`src/rtl/dfe_pkg.sv`:
```
// dfe_pkg: shared DFE constants and helpers.
// Used by the CIC interpolator and its integrator stage.
package dfe_pkg;

  localparam int DATA_W_DEF   = 16;
  localparam int N_STAGES_DEF = 3;
  localparam int R_MAX_DEF    = 16;

  function automatic int clog2(input int v);
    int r;
    r = 0;
    for (int i = 0; i < 31; i++)
      if ((1 << i) < v) r = i + 1;
    return r;
  endfunction

  localparam int ACC_W_DEF =
    DATA_W_DEF + N_STAGES_DEF * clog2(R_MAX_DEF);

  function automatic int shift_for(
    input int n,
    input int r
  );
    return (n - 1) * clog2(r);
  endfunction

  function automatic logic [4:0] clamp_r(
    input logic [4:0] f,
    input int         rmax
  );
    if (f == 5'd0) return 5'd1;
    if (int'(f) > rmax) return 5'(rmax);
    return f;
  endfunction

  function automatic logic signed [63:0] saturate(
    input logic signed [63:0] v,
    input int                 w
  );
    logic signed [63:0] hi;
    logic signed [63:0] lo;
    hi = (64'sd1 <<< (w - 1)) - 64'sd1;
    lo = -(64'sd1 <<< (w - 1));
    if (v > hi) return hi;
    if (v < lo) return lo;
    return v;
  endfunction

endpackage

```
`src/rtl/cic_int_stage.sv`:
```
// cic_int_stage: one registered CIC integrator.
// Wraps modulo 2^WIDTH; cleared while disabled.
module cic_int_stage
  import dfe_pkg::*;
#(
  parameter int WIDTH = ACC_W_DEF
) (
  input  logic                    clk,
  input  logic                    rst_n,
  input  logic                    en,
  input  logic signed [WIDTH-1:0] din,
  output logic signed [WIDTH-1:0] dout
);

  always_ff @(posedge clk or negedge rst_n) begin
    if (!rst_n) begin
      dout <= '0;
    end else if (!en) begin
      dout <= '0;
    end else begin
      dout <= dout + din;
    end
  end

endmodule

```
`src/rtl/cic_interpolator.sv`:
```
// cic_interpolator: N-stage CIC interpolator, runtime factor 1..16.
// Combs at input rate, zero-stuff, integrators at clock rate, shift-normalised.
module cic_interpolator
  import dfe_pkg::*;
#(
  parameter int DATA_WIDTH = DATA_W_DEF,
  parameter int N_STAGES   = N_STAGES_DEF,
  parameter int R_MAX      = R_MAX_DEF,
  parameter int ACC_WIDTH  =
    DATA_WIDTH + N_STAGES * clog2(R_MAX)
) (
  input  logic                         CLK,
  input  logic                         RST,
  input  logic                         filter_enable,
  input  logic [4:0]                   interp_factor,
  input  logic signed [DATA_WIDTH-1:0] data_in,
  input  logic                         in_valid,
  output logic                         in_ready,
  output logic signed [DATA_WIDTH-1:0] data_out,
  output logic                         out_valid,
  output logic                         underflow
);

  logic [4:0]                  r_reg;
  logic [4:0]                  ph;
  logic                        slot;
  logic                        slot_d;
  logic [N_STAGES+2:0]         vp;
  logic [7:0]                  shamt;
  logic signed [ACC_WIDTH-1:0] x;
  logic signed [ACC_WIDTH-1:0] comb_reg;
  logic signed [ACC_WIDTH-1:0] shreg;
  logic signed [ACC_WIDTH-1:0] c [N_STAGES+1];
  logic signed [ACC_WIDTH-1:0] d [N_STAGES];
  logic signed [ACC_WIDTH-1:0] integ [N_STAGES+1];

  assign slot      = (ph == 5'd0);
  assign in_ready  = RST & filter_enable & slot;
  assign x         = in_valid ? ACC_WIDTH'(data_in) : '0;
  assign shamt     = 8'(shift_for(N_STAGES, int'(r_reg)));
  assign out_valid = vp[N_STAGES+2];

  // Zero-stuffing: comb result enters the integrators for one cycle only
  assign integ[0] = slot_d ? comb_reg : '0;

  always_comb begin
    c[0] = x;
    for (int k = 0; k < N_STAGES; k++)
      c[k+1] = c[k] - d[k];
  end

  always_ff @(posedge CLK or negedge RST) begin
    if (!RST) begin
      ph        <= '0;
      r_reg     <= 5'd1;
      slot_d    <= 1'b0;
      comb_reg  <= '0;
      underflow <= 1'b0;
      vp        <= '0;
      for (int k = 0; k < N_STAGES; k++)
        d[k] <= '0;
    end else if (!filter_enable) begin
      ph        <= '0;
      r_reg     <= clamp_r(interp_factor, R_MAX);
      slot_d    <= 1'b0;
      comb_reg  <= '0;
      underflow <= 1'b0;
      vp        <= '0;
      for (int k = 0; k < N_STAGES; k++)
        d[k] <= '0;
    end else begin
      ph     <= (ph == r_reg - 5'd1) ? '0 : ph + 5'd1;
      slot_d <= slot;
      // Valid token tracks the first accepted sample down the pipe
      vp     <= {vp[N_STAGES+1:0], vp[0] | (slot & in_valid)};
      if (slot) begin
        for (int k = 0; k < N_STAGES; k++)
          d[k] <= c[k];
        comb_reg <= c[N_STAGES];
        if (!in_valid) underflow <= 1'b1;
      end
    end
  end

  for (genvar k = 0; k < N_STAGES; k++) begin : g_int
    cic_int_stage #(
      .WIDTH(ACC_WIDTH)
    ) u_int (
      .clk  (CLK),
      .rst_n(RST),
      .en   (filter_enable),
      .din  (integ[k]),
      .dout (integ[k+1])
    );
  end

  always_ff @(posedge CLK or negedge RST) begin
    if (!RST) begin
      shreg    <= '0;
      data_out <= '0;
    end else if (!filter_enable) begin
      shreg    <= '0;
      data_out <= '0;
    end else begin
      shreg    <= integ[N_STAGES] >>> shamt;
      data_out <= DATA_WIDTH'(saturate(64'(shreg), DATA_WIDTH));
    end
  end

endmodule

```
`config.mk`:
```
export PLATFORM = sky130hd
export DESIGN_NAME = cic_interpolator
export DESIGN_NICKNAME = d
export VERILOG_FILES = /design/src/rtl/dfe_pkg.sv /design/src/rtl/cic_int_stage.sv /design/src/rtl/cic_interpolator.sv
export SDC_FILE = /design/constraint.sdc
export NUM_CORES = 1
export LEC_CHECK = 0
export ABC_AREA = 0
export CAP_MARGIN = 40
export CELL_PAD_IN_SITES_DETAIL_PLACEMENT = 1
export CELL_PAD_IN_SITES_GLOBAL_PLACEMENT = 2
export CORE_MARGIN = 2
export CORE_UTILIZATION = 40
export CTS_CLUSTER_SIZE = 40
export DETAILED_ROUTE_END_ITERATION = 8
export DONT_BUFFER_PORTS = 1
export PLACE_DENSITY = 0.87
export SETUP_SLACK_MARGIN = 0.02
export SLEW_MARGIN = 25
export SYNTH_ARGS = -nofsm -noshare
export SYNTH_HDL_FRONTEND = slang
export SYNTH_SLANG_ARGS = --single-unit
```
`constraint.sdc`:
```
create_clock -name CLK -period 6.8 [get_ports CLK]
set_input_delay 1.36 -clock CLK [delete_from_list [all_inputs] [get_ports CLK]]
set_output_delay 1.36 -clock CLK [all_outputs]
set_load 0.02 [all_outputs]
```
==> run metrics, run 1 <==
Lkg Pwr 9.18 nW; Int Power 4.71 mW; Die Ht roughly 210 um; crit end category register; Yosys top cell area share a little under two fifths; post-layout min period about 6.4 ns; Reg power frac 25.7%; DIE AREA between 40,000 and 50,000 um2; post-route cell area 18,400 um2; DRT iter0 DRCs 428; Site Rows 74; Data arrival, critical path between 6 and 7 ns; Buffers on Ports 0; Placeable Area a little over 40,000 um2; vias post-DR 12,900; CTS tree done; hold_ws between 0.4 and 0.5 ns; clk sinks 246; Final Util 45.3%; Total GRT Usage 19.1%; DRC viols 0; Synth area leaders dfrtp_1 (37%), ha_1 (12%), nor2_1 (4.2%); min-delay worst type reg2reg; global route overflow 0; H-tree depth 1; sw power 3.10 mW; Starting Density 40.3%; Mapped Avg Cell Area 9.09 um2; max-cap viol count 0; area of placed instances 17,300 um2; Post-DRT Antenna Nets 0; vias in the first global route 14,100; clock buffer count from CTS 29; Vias/cell 5.42; Max VDD drop 0.000212 V; FF-to-FF End comb_reg[27]; reg-to-reg setup timing slack 0.87 ns; Synth Instances around 1,800; worst-skew pair later-pin latency 0.57 ns; biggest registers after layout g_int.u_int.dout: 84 flops, d: 72 flops; worst hold endpoint vp[4]; path type of the worst setup path in2reg; antenna violations before repair 0; hold path depth 1; clk root buf clkbuf_16; pin count of the biggest net entering global routing between 200 and 250; max_slew headroom 42.5%; P&R area growth vs syn 12.3%; critical-path maximum fanout 4; yosys warns 0; first-pass GRT wire length 68,000 um; status finished clean; syn_nets 1,990; RePlAce Congestion 0.884; I/O pin count 44; Yosys reg bits 246; register area share after synthesis between 30% and 40%; Reg with most FFs g_int.u_int.dout; # setup viols final 0; final hold vios 0; Startpoint Class input port; Post-Route WL 38,900 um; Tcrit/Tclk final 93.9%; combinational power share 52.3%; Largest register FFs 84; Main synth FF type dfrtp_1; total iterations of the first detailed-routing run 4; FILL cells 4,685; ANT cells 0; CTS max path bufs 3; Synth Cell Area 16,400 um2; post-DP HPWL 28,300 um; r2r startpoint d[56]; number of flops mapped to enable cells by yosys 0; Clk pwr share between 20% and 30%; switching part of the total between 30% and 40%; Max Clk Rate 157 MHz; CP Data Required Time 7.25 ns; Pins Over Slew Limit 0; Slew @ Worst Pin 0.863 ns; largest area contributor in the netlist dfrtp_1; CTS clk-pin slew, worst paths ~0.06 ns; Yosys cell types between 60 and 70; skew final 0.0106 ns; Synth async-reset ratio 100%; Fin Setup TNS 0 ns; DR WL/cell between 15 and 20 um; Hold Buf Count CTS 0; Nets 2,020; chip width between 200 and 250 um; Worst R2R Path Depth 27; Pwr Density 424 nW/um2; hold_sp vp[3]; share of layout cells above drive strength 1 7.49%
## cells in the final DEF (no fill, tap or decap), types with 6 or more instances in the layout
cell         n
a22o_1      60
mux2i_1     22
nor2b_1     17
and3_1      15
o31ai_1      8
o22ai_1      6
mux2_2       6
o211ai_1    12
fa_1         6
a31o_2       7
nand3_1     26
inv_1      100
or3_1        6
a211oi_1    18
nand2_1    141
nand4_1      8
clkbuf_8     6
buf_4       57
xnor2_1     69
bufinv_16    6
o21bai_1    12
nand2b_1    25
a21o_1      86
dfrtp_1    245
a21oi_1    128
ha_1       155
nor3_1      18
and2_1      70
o21ai_0    107
o21a_1      27
xor2_1      64
nor2_1     182
clkbuf_16   29
a31oi_1     18
clkinv_2     8
## stage by stage
step	power, mW	worst slack [ns]	std cells
3_3_place_gp	5.90	0.0158	2330
2_1_floorplan	4.99	0.0391	1804
3_5_place_dp	6.09	-0.236	2334
5_1_grt	8.49	-0.0619	2389
4_1_cts	7.87	0.344	2388
6_report	7.81	0.418	2389
## power by group through the flow
stage                     clock [mW]  combinational, mW  sequential (mW)
final                           1.72               4.08             2.01
after global routing            1.82               4.62             2.06
after detailed placement           0               4.05             2.04
after global placement             0               3.88             2.02
after floorplan                    0               3.04             1.95
after CTS                       1.77               4.09             2.01
## critical path, stage by stage
cell and delay [ns]:
and2_1 0.16, ha_1 0.27, nor2b_1 0.14, o2111ai_1 0.20
and4b_1 0.30, o21a_1 0.17, o21bai_1 0.07, a21oi_1 0.17
xnor2_1 0.11, ha_1 0.30, nand3_1 0.10, nor2_1 0.14
o21ai_0 0.14, o21ai_0 0.43, a31oi_1 0.16, nor2_1 0.17
xor2_1 0.24, ha_1 0.30, a21oi_1 0.27, o21ai_0 0.18
a311oi_2 0.35, o211ai_1 0.22, a31o_2 0.29, a21oi_1 0.17
xnor2_1 0.15, xnor2_1 0.08, a22o_1 0.18
## cell type report
cell class              instances  area (um2)  area share (%)
inverters                     102         383            2.08
clock inverters                16         236            1.28
repair buffers                 60         480            2.61
clock buffers                  38         820            4.45
well taps                     532         666            3.61
flip-flops and latches        246        6160            33.4
multi-input cells            1395        9680            52.5
## how the worst max path moves through the flow
stage | from | endpoint | slack [ns] | cells past startpoint
5_1_grt | data_in[0] | comb_reg[27] | -0.06 | 31
6_report | data_in[1] | comb_reg[27] | 0.42 | 27
3_5_place_dp | data_in[0] | comb_reg[27] | -0.24 | 27
3_3_place_gp | data_in[0] | comb_reg[27] | 0.02 | 27
4_1_cts | data_in[0] | comb_reg[27] | 0.34 | 27
2_1_floorplan | in_valid | comb_reg[27] | 0.04 | 27
## repair_timing
item,in CTS,in global routing
setup buffers,0,1
endpoints found under the setup margin,0,1
resized for setup,0,4
## metal layers
| metal | global-route usage [%] | routed length [um] | vias up |
|---|---|---|---|
| met5 | 0 | 0 | - |
| met4 | 5.15 | 1010 | 0 |
| met3 | 2.13 | 687 | 65 |
| met2 | 36.3 | 20000 | 113 |
| met1 | 22.6 | 17200 | 6303 |
| li1 | - | - | 6459 |
## cells in the mapped netlist, types with 3 or more instances
| master | instances |
|---|---|
| nor2b_1 | 17 |
| a21oi_1 | 128 |
| ha_1 | 155 |
| o21ai_0 | 108 |
| a21boi_0 | 4 |
| nor3b_1 | 4 |
| nor4_1 | 5 |
| and2_1 | 70 |
| a311oi_1 | 3 |
| o211ai_1 | 12 |
| a211o_1 | 5 |
| o31a_1 | 5 |
| nand3_1 | 26 |
| or3_1 | 6 |
| nor3_1 | 18 |
| and4_1 | 3 |
| a31oi_1 | 21 |
| nand2_1 | 141 |
| clkbuf_1 | 57 |
| mux2i_1 | 22 |
| a31o_2 | 7 |
| fa_1 | 6 |
| a22o_1 | 60 |
| inv_1 | 101 |
| xnor2_1 | 69 |
| xor2_1 | 64 |
| nand2b_1 | 25 |
| a211oi_1 | 18 |
| nor2_1 | 183 |
| dfrtp_1 | 245 |
| and3_1 | 15 |
| o22ai_1 | 6 |
| o21a_1 | 27 |
| o31ai_1 | 8 |
| a221oi_1 | 6 |
| o21bai_1 | 12 |
| a21o_1 | 86 |
| mux2_2 | 6 |
| o21ai_1 | 3 |
| nand4_1 | 8 |
## cell families after synthesis
| family | count (synthesis) | share of synthesized area (%) |
|---|---|---|
| buffers and inverters | 163 | 3.75 |
| and+or+nand+nor | 525 | 14.9 |
| AOI/OAI and AO/OA | 547 | 22.3 |
| muxes | 29 | 1.89 |
| xor gates and xnor gates | 133 | 7.10 |
| DFF | 246 | 37.5 |
| adders and majority gates | 161 | 12.6 |
(Power assumes the default switching activity.)
==> inputs of run 2 (changes only) <==
--- a/config.mk
+++ b/config.mk
@@ -16,7 +16,7 @@
 export DONT_BUFFER_PORTS = 1
 export PLACE_DENSITY = 0.87
 export SETUP_SLACK_MARGIN = 0.02
-export SLEW_MARGIN = 25
+export SLEW_MARGIN = 20
 export SYNTH_ARGS = -nofsm -noshare
 export SYNTH_HDL_FRONTEND = slang
 export SYNTH_SLANG_ARGS = --single-unit
==> results of run 2 <==
No change in the layout: final DEF, timing and power equal those of run 1.
